$ cat src/rtl/pss_peak_detector.sv
// PSS peak detector: adaptive noise floor, strict threshold trigger, local-max search
// over a short window, then reports the peak with its index and C0/C1 partial sums.
module pss_peak_detector #(
    parameter int IN_DW           = 24,
    parameter int C_DW            = 48,
    parameter int AVG_LOG2        = 3,
    parameter int DETECTION_SHIFT = 2,
    parameter int PEAK_WINDOW     = 4,
    parameter int HOLDOFF         = 8,
    parameter int IDX_DW          = 32
) (
    input  logic              clk_i,
    input  logic              reset_i,
    input  logic [IN_DW-1:0]  s_axis_in_tdata,
    input  logic              s_axis_in_tvalid,
    input  logic [C_DW-1:0]   C0_i,
    input  logic [C_DW-1:0]   C1_i,
    input  logic [IN_DW-1:0]  noise_limit_i,
    output logic              peak_detected_o,
    output logic [IN_DW-1:0]  peak_value_o,
    output logic [IDX_DW-1:0] peak_idx_o,
    output logic [C_DW-1:0]   peak_C0_o,
    output logic [C_DW-1:0]   peak_C1_o,
    output logic [1:0]        state_o
);

    localparam int NUM_TAPS = 1 << AVG_LOG2;
    localparam int SUM_W    = IN_DW + AVG_LOG2;
    localparam int THR_W    = IN_DW + DETECTION_SHIFT;
    localparam int CNT_MAX  = (PEAK_WINDOW > HOLDOFF) ? PEAK_WINDOW : HOLDOFF;
    localparam int CNT_W    = $clog2(CNT_MAX + 1);

    typedef enum logic [1:0] {
        ST_WARMUP  = 2'd0,
        ST_SEARCH  = 2'd1,
        ST_TRACK   = 2'd2,
        ST_HOLDOFF = 2'd3
    } state_t;

    state_t              r_state;
    state_t              w_stateNext;
    logic [IN_DW-1:0]    r_ring [NUM_TAPS];
    logic [AVG_LOG2-1:0] r_wrPtr;
    logic [SUM_W-1:0]    r_sum;
    logic [IDX_DW-1:0]   r_idx;
    logic [CNT_W-1:0]    r_cnt;
    logic [CNT_W-1:0]    w_cntNext;
    logic [CNT_W-1:0]    w_cntInc;
    logic [IN_DW-1:0]    r_candVal;
    logic [IDX_DW-1:0]   r_candIdx;
    logic [C_DW-1:0]     r_candC0;
    logic [C_DW-1:0]     r_candC1;
    logic                r_pulse;
    logic [IN_DW-1:0]    r_peakVal;
    logic [IDX_DW-1:0]   r_peakIdx;
    logic [C_DW-1:0]     r_peakC0;
    logic [C_DW-1:0]     r_peakC1;

    logic                w_push;
    logic                w_load;
    logic                w_report;
    logic                w_trigger;
    logic [IN_DW-1:0]    w_avg;
    logic [THR_W-1:0]    w_threshold;
    logic [THR_W-1:0]    w_xWide;
    logic [IN_DW-1:0]    w_finalVal;
    logic [IDX_DW-1:0]   w_finalIdx;
    logic [C_DW-1:0]     w_finalC0;
    logic [C_DW-1:0]     w_finalC1;

    // The floor reflects only samples already in the ring, never the one being judged.
    assign w_avg       = r_sum[SUM_W-1:AVG_LOG2];
    assign w_threshold = THR_W'(w_avg) << DETECTION_SHIFT;
    assign w_xWide     = THR_W'(s_axis_in_tdata);
    assign w_trigger   = (s_axis_in_tdata > noise_limit_i) && (w_xWide > w_threshold);
    assign w_cntInc    = r_cnt + CNT_W'(1);

    always_comb begin
        w_stateNext = r_state;
        w_cntNext   = r_cnt;
        w_push      = 1'b0;
        w_load      = 1'b0;
        w_report    = 1'b0;
        if (s_axis_in_tvalid) begin
            case (r_state)
                ST_WARMUP: begin
                    w_push = 1'b1;
                    if (r_wrPtr == AVG_LOG2'(NUM_TAPS - 1)) begin
                        w_stateNext = ST_SEARCH;
                    end
                end
                ST_SEARCH: begin
                    if (w_trigger) begin
                        w_load    = 1'b1;
                        w_cntNext = CNT_W'(1);
                        if (PEAK_WINDOW == 1) begin
                            w_report = 1'b1;
                        end else begin
                            w_stateNext = ST_TRACK;
                        end
                    end else begin
                        w_push = 1'b1;
                    end
                end
                ST_TRACK: begin
                    w_load    = (s_axis_in_tdata > r_candVal);
                    w_cntNext = w_cntInc;
                    if (w_cntInc == CNT_W'(PEAK_WINDOW)) begin
                        w_report = 1'b1;
                    end
                end
                default: begin
                    w_cntNext = w_cntInc;
                    if (w_cntInc == CNT_W'(HOLDOFF)) begin
                        w_stateNext = ST_SEARCH;
                        w_cntNext   = '0;
                    end
                end
            endcase
            if (w_report) begin
                w_stateNext = (HOLDOFF == 0) ? ST_SEARCH : ST_HOLDOFF;
                w_cntNext   = '0;
            end
        end
    end

    // A report must include the sample accepted on the same edge if it is the new maximum.
    assign w_finalVal = w_load ? s_axis_in_tdata : r_candVal;
    assign w_finalIdx = w_load ? r_idx           : r_candIdx;
    assign w_finalC0  = w_load ? C0_i            : r_candC0;
    assign w_finalC1  = w_load ? C1_i            : r_candC1;

    always_ff @(posedge clk_i) begin
        if (reset_i) begin
            r_state   <= ST_WARMUP;
            r_cnt     <= '0;
            r_wrPtr   <= '0;
            r_sum     <= '0;
            r_idx     <= '0;
            r_candVal <= '0;
            r_candIdx <= '0;
            r_candC0  <= '0;
            r_candC1  <= '0;
            r_pulse   <= 1'b0;
            r_peakVal <= '0;
            r_peakIdx <= '0;
            r_peakC0  <= '0;
            r_peakC1  <= '0;
            for (int i = 0; i < NUM_TAPS; i++) begin
                r_ring[i] <= '0;
            end
        end else begin
            r_pulse <= w_report;
            if (s_axis_in_tvalid) begin
                r_state <= w_stateNext;
                r_cnt   <= w_cntNext;
                r_idx   <= r_idx + IDX_DW'(1);
                if (w_push) begin
                    r_ring[r_wrPtr] <= s_axis_in_tdata;
                    r_wrPtr         <= r_wrPtr + AVG_LOG2'(1);
                    r_sum           <= r_sum + SUM_W'(s_axis_in_tdata) - SUM_W'(r_ring[r_wrPtr]);
                end
                if (w_load) begin
                    r_candVal <= s_axis_in_tdata;
                    r_candIdx <= r_idx;
                    r_candC0  <= C0_i;
                    r_candC1  <= C1_i;
                end
                if (w_report) begin
                    r_peakVal <= w_finalVal;
                    r_peakIdx <= w_finalIdx;
                    r_peakC0  <= w_finalC0;
                    r_peakC1  <= w_finalC1;
                end
            end
        end
    end

    assign peak_detected_o = r_pulse;
    assign peak_value_o    = r_peakVal;
    assign peak_idx_o      = r_peakIdx;
    assign peak_C0_o       = r_peakC0;
    assign peak_C1_o       = r_peakC1;
    assign state_o         = r_state;

endmodule

$ cat config.mk
export PLATFORM = sky130hd
export DESIGN_NAME = pss_peak_detector
export DESIGN_NICKNAME = d
export VERILOG_FILES = /design/src/rtl/pss_peak_detector.sv
export SDC_FILE = /design/constraint.sdc
export NUM_CORES = 1
export LEC_CHECK = 0
export CAP_MARGIN = 20
export CORE_ASPECT_RATIO = 1.1
export CORE_UTILIZATION = 57
export DETAILED_ROUTE_END_ITERATION = 6
export GPL_TIMING_DRIVEN = 0
export PLACE_DENSITY = 0.89
export SETUP_SLACK_MARGIN = 0.2
export SYNTH_ARGS = -nofsm -noshare
export SYNTH_HDL_FRONTEND = slang
export SYNTH_SLANG_ARGS = --single-unit
$ cat constraint.sdc
create_clock -name clk_i -period 7.35 [get_ports clk_i]
set_clock_uncertainty 0.2 [all_clocks]
set_input_delay 1.8375 -clock clk_i [delete_from_list [all_inputs] [get_ports clk_i]]
set_output_delay 1.8375 -clock clk_i [all_outputs]
set_load 0.03 [all_outputs]
Yosys cells after proc, flatten, opt, wreduce, memory -nomap -nowiden
Memories as Yosys holds them, arrays and structs flattened. A register that Yosys moved wholly into a read port is not among the register bits.
Index checks and enable logic that the tools add are counted.
- add/subtract/negate cells: 5
- $mul: 0
- div/mod/pow operators: 0
- magnitude comparators: 3
- equal/unequal tests: 9
- shift operators: 0
- mux-type cells: 34
- bitwise operators: 0
- reductions and logical operators: 8
- operators with widths (cell ; count):
    48-bit two-way mux ; 2
    24-bit greater-than comparator ; 2
    24-bit two-way mux ; 2
    32-bit by 1-bit adder with 32-bit output, second input constant ; 1
    32-bit two-way mux ; 1
    27-bit by 24-bit adder with 27-bit output ; 1
    27-bit by 24-bit subtractor with 27-bit output ; 1
    24-bit by 26-bit greater-than comparator with 1-bit output ; 1
    24-bit OR reduction ; 1
    1-bit two-way mux ; 15
    4-bit two-way mux ; 3
    4-bit one-hot mux with 3 select lines ; 1
    3-bit two-way mux ; 3
    2-bit two-way mux ; 4
    3-bit != test, second input constant ; 2
    2-bit one-hot mux with 3 select lines ; 1
    5-bit AND reduction ; 1
    4-bit by 1-bit adder with 4-bit output, second input constant ; 1
    4-bit by 3-bit equality test with 1-bit output, second input constant ; 1
    4-bit equality test, second input constant ; 1
    2-bit != test, second input constant ; 2
    1-bit one-hot mux with 2 select lines ; 2
    2-bit AND reduction ; 2
    4-bit nonzero test ; 1
    7 further kinds ; 7
- bits in registers: 373
- latch bits: 0
- bits in writable memories: 192
- bits in read-only memories: 0
- input port bits: 147
- output and inout port bits: 155
- memories: 1
- memories (memory ; depth ; bits a word ; read ports ; clocked after Yosys merged registers in ; write ports ; RTL line ; text):
    r_ring ; 8 ; 24 ; 1 ; 1 ; 8 ; 42 ; logic [IN_DW-1:0] r_ring [NUM_TAPS];

Depth between registers and ports, before layout
- depth after elaboration: 11
- gate-level depth with buffers: 17
- gate-level depth less buffers: 15

Worst setup path after synthesis
Ideal clock, no wire load.
- kind: register to register
- start: reg (tool-made name)
- end: reg r_sum[25]
- library setup time: 106 ps
- arrival time: 4836 ps
- required time: 7044 ps
- path slack: 2208 ps
- cell stages (with the launch flop): 16
- buffers on the path: 3
- period minus slack after synthesis: 5142 ps
- cell sequence: dfxtp_1 -> buf_1 -> buf_1 -> mux4_2 -> mux2_2 -> fa_1 -> inv_1 -> ha_1 -> clkbuf_1 -> a21oi_1 -> o21ai_0 -> a221oi_1 -> a21oi_1 -> o21a_1 -> or4b_2 -> o311ai_0
- RTL lines (what ; RTL line ; text):
    end signal, assigned ; 161 ; r_sum <= r_sum + SUM_W'(s_axis_in_tdata) - SUM_W'(r_ring[r_wrPtr]);
    end, declared ; 44 ; logic [SUM_W-1:0] r_sum;

Final worst setup path
- start: in s_axis_in_tdata[21]
- end: reg r_peakIdx[30] (netlist: peak_idx_o[30])
- cells in the longest elaborated chain, start to end: 6
- elaborated cells between the ends (all ways): 8
- RTL lines (what ; RTL line ; text):
    start, declared ; 14 ; input logic [IN_DW-1:0] s_axis_in_tdata,
    24-bit by 26-bit greater-than comparator with 1-bit output / 24-bit greater-than comparator (equally long branches) ; 75 ; assign w_trigger = (s_axis_in_tdata > noise_limit_i) && (w_xWide > w_threshold);
    1-bit logical AND ; 75 ;
    1-bit two-way mux ; 93 ; if (w_trigger) begin
    1-bit one-hot mux with 2 select lines * ; 85 ; case (r_state)
    1-bit two-way mux * ; 84 ; if (s_axis_in_tvalid) begin
    32-bit two-way mux * ; n/a ;
    end signal, assigned ; 171 ; r_peakIdx <= w_finalIdx;
    end, declared ; 55 ; logic [IDX_DW-1:0] r_peakIdx;
Mark *: on every way between the ends. The rest lies on a longest branch, timed or not.
A chain may end at the register's enable or synchronous reset.

==> qor.csv <==
metric,value,unit
Reg2Reg Setup Slack,1.10,ns
Total Routing Usage GR,0.331,
post-synth top area share,0.286,
"Cell Area, Synth",26400,um2
mean area per synthesized cell,10.3,um2
drt via density,6.33,
Post-synth EDFFs,192,
CP max FO,13,
post-route cell area,31900,um2
first-pass GRT wire length,121000,um
post-route ant nets,0,
outcome,"finished, final reports clean",
setup TNS,0,ns
number of synthesized register bits,568,
die area,47100,um2
Detailed Route WL,80900,um
main combinational cell family by area after synthesis,compound AO/OA/AOI/OAI gates,
Synth area leaders,"dfxtp_1 (29%), edfxtp_1 (22%), ha_1 (5.1%)",
DRC Markers,0,
asr flop ratio synth,0,
adder-cell area share of the yosys netlist,0.0690,
post-synth net total,2837,
first-pass detailed-route iteration total,7,
Crit Path Class,in2reg,
Required @ worst endpoint,7.63,ns
DR iter-0 viols,2103,
Synth Area in Simple Gates,0.148,
M2 GR Usage,0.583,
Post-Synth XOR/XNOR Area,0.0153,
TritonCTS buffer count,54,
num rows,82,
DP Area,30100,um2
total of max-cap violations,0,
"Arr. time, crit path",7.02,ns
hold wc startpoint,r_candC1[27]$_SDFFE_PP0P_,
synth warn,0,
PostCTS Resize Cnt,0,
max_slew headroom,0.298,
initial antenna violation count,8,
TritonCTS clock tree,built,
most frequent cells in the layout,"dfxtp_1 (376), clkdlybuf4s50_1 (301), nor2_1 (229)",
hold path endpoint,r_candC1[27]$_SDFFE_PP0P_,
clock transition at the registers of the reported paths,0.06,ns
total power,7930,uW
post-DR wirelength/cell,22.8,um
Sink Count,568,
HP Class,reg2reg,
detailed placement HPWL,56400,um
"Hold Vio Cnt, Final",0,
H-tree levels,2,
# hold bufs at CTS,0,
power density cells,249,nW/um2
Worst R2R End,r_sum[24]$_SDFFE_PP0P_,
Setup crit end kind,flop,
# IOs,302,
fillers,3099,
vias,22500,
hold path depth,2,
GR Util met3,0.0989,
FMAX,148,MHz
Lkg Pwr,0.0114,uW
Synth Instances,2559,
root buf cell,clkbuf_16,
core box area,45600,um2
RSZ-0062 raised after global routing,false,
Final Max Slew Viols,0,
Initial Util,0.579,
post-synth top area cell,dfxtp_1,
crit share post-route,0.917,
FF-to-FF path depth,17,
final core occ,0.701,
Worst-Skew Late Latency,0.60,ns
die extent in y,228,um
maximum vdd drop,0.192,mV
post-synth cell types,64,
port bufs,301,
Synth Area in Compound Gates,0.151,
fin crit period,6.74,ns
Final nets,3194,
Setup crit start kind,input pin,
grt ovf,0,
sequential cell area fraction in the yosys report,0.504,
Slew @ Worst Pin,1.05,ns
setup bufs post-CTS,0,
"Setup violations, final",0,
"commonest non-fill, non-tap cell in the layout",dfxtp_1,
Most Crowded Layer GR,met2,
layout cell share with drive strength beyond 1,0.0743,
met1 usage,0.355,
GPL Wtd Cong,0.901,
Max Buffers Root-to-Sink,3,
Layout area overhead,21.1,%
"Top FF cell, synth",dfxtp_1,
number of global-route vias before repair,22500,
largest net degree at the start of global routing,25,
die width,207,um
post-synthesis mux area share,0.0616,
-- worst max path at each step --
stage,start,endpoint,slack [ns],depth (start not counted)
6_report,s_axis_in_tdata[21],peak_idx_o[30]$_SDFFE_PP0P_,0.61,12
3_3_place_gp,s_axis_in_tdata[21],peak_value_o[9]$_SDFFE_PP0P_,0.61,12
3_5_place_dp,s_axis_in_tdata[21],r_ring[5][6]$_SDFFCE_PN0P_,0.48,11
5_1_grt,s_axis_in_tdata[21],peak_idx_o[30]$_SDFFE_PP0P_,0.51,12
2_1_floorplan,flop,r_sum[25]$_SDFFE_PP0P_,2.21,15
4_1_cts,s_axis_in_tdata[21],peak_idx_o[30]$_SDFFE_PP0P_,0.87,12
-- routing by layer --
metal	part of all wire	wire length (um)	up-vias
li1	-	-	9969
met1	0.35	28000	10900
met2	0.49	39700	1299
met3	0.11	8500	309
met4	0.057	4640	8
met5	0.00062	50	-
-- flip-flops by register name (all words and copies together), names as in the netlist, 2 cells and up, named ones only --
signal / count
r_sum: 27
state_o: 2
r_candIdx: 32
r_candC1: 48
r_candVal: 24
r_cnt: 4
peak_value_o: 24
r_idx: 32
peak_idx_o: 32
r_candC0: 48
peak_C1_o: 48
r_wrPtr: 3
peak_C0_o: 48
r_ring: 192
-- cell usage after synthesis, types with 48 or more instances --
| library cell | n |
|---|---|
| nand3_1 | 177 |
| inv_1 | 151 |
| dfxtp_1 | 376 |
| o21ai_1 | 81 |
| edfxtp_1 | 192 |
| ha_1 | 107 |
| mux4_2 | 48 |
| clkbuf_1 | 136 |
| a21oi_1 | 214 |
| o21ai_0 | 98 |
| a311oi_1 | 143 |
| nor2_1 | 229 |
| and2_1 | 195 |
-- worst max-delay path, cell delays in order --
cell and delay, ns:
clkdlybuf4s50_1 0.83, ha_1 0.56, nand4_1 0.24, nor2_1 0.23
nand2_1 0.14, nor4_1 0.75, a211oi_2 0.22, nand3_1 0.48
clkbuf_1 0.66, clkbuf_1 0.47, nand3_1 0.21, a311oi_1 0.38
-- layout make-up --
cell class / instances / area (um2) / share of cell area
antenna: 5 / 12.5 / 0.000392
buffer: 182 / 777 / 0.0243
clock buffer: 77 / 1570 / 0.0492
clock inverter: 22 / 234 / 0.00733
inverter: 151 / 567 / 0.0178
multi-input combinational: 1658 / 11700 / 0.367
sequential: 568 / 13300 / 0.416
tap: 588 / 736 / 0.0230
timing repair buffer: 301 / 3010 / 0.0944
-- cell families after synthesis --
kind of cell | count (synthesis)
XOR/XNOR | 46
buffers and inverters | 333
AND/OR/NAND/NOR | 758
multiplexers | 99
adder cells (fa/ha/maj) | 131
AO/OA/AOI/OAI | 624
flip-flops | 568
-- stage by stage --
stage | hold slack (ns) | setup WS (ns) | cells
after detailed placement | 0.267 | 0.480 | 3448
after global routing | 0.294 | 0.507 | 3548
after global placement | 0.259 | 0.613 | 3448
final | 0.277 | 0.607 | 3552
after floorplan | 0.246 | 2.21 | 2559
after CTS | 0.278 | 0.873 | 3547
-- power breakdown --
group          switching (uW)  internal, uW  total (uW)
clock network            1230          1630        2870
logic                     951           719        1670
registers                47.5          3350        3400
Power figures use the tool's default switching activity.
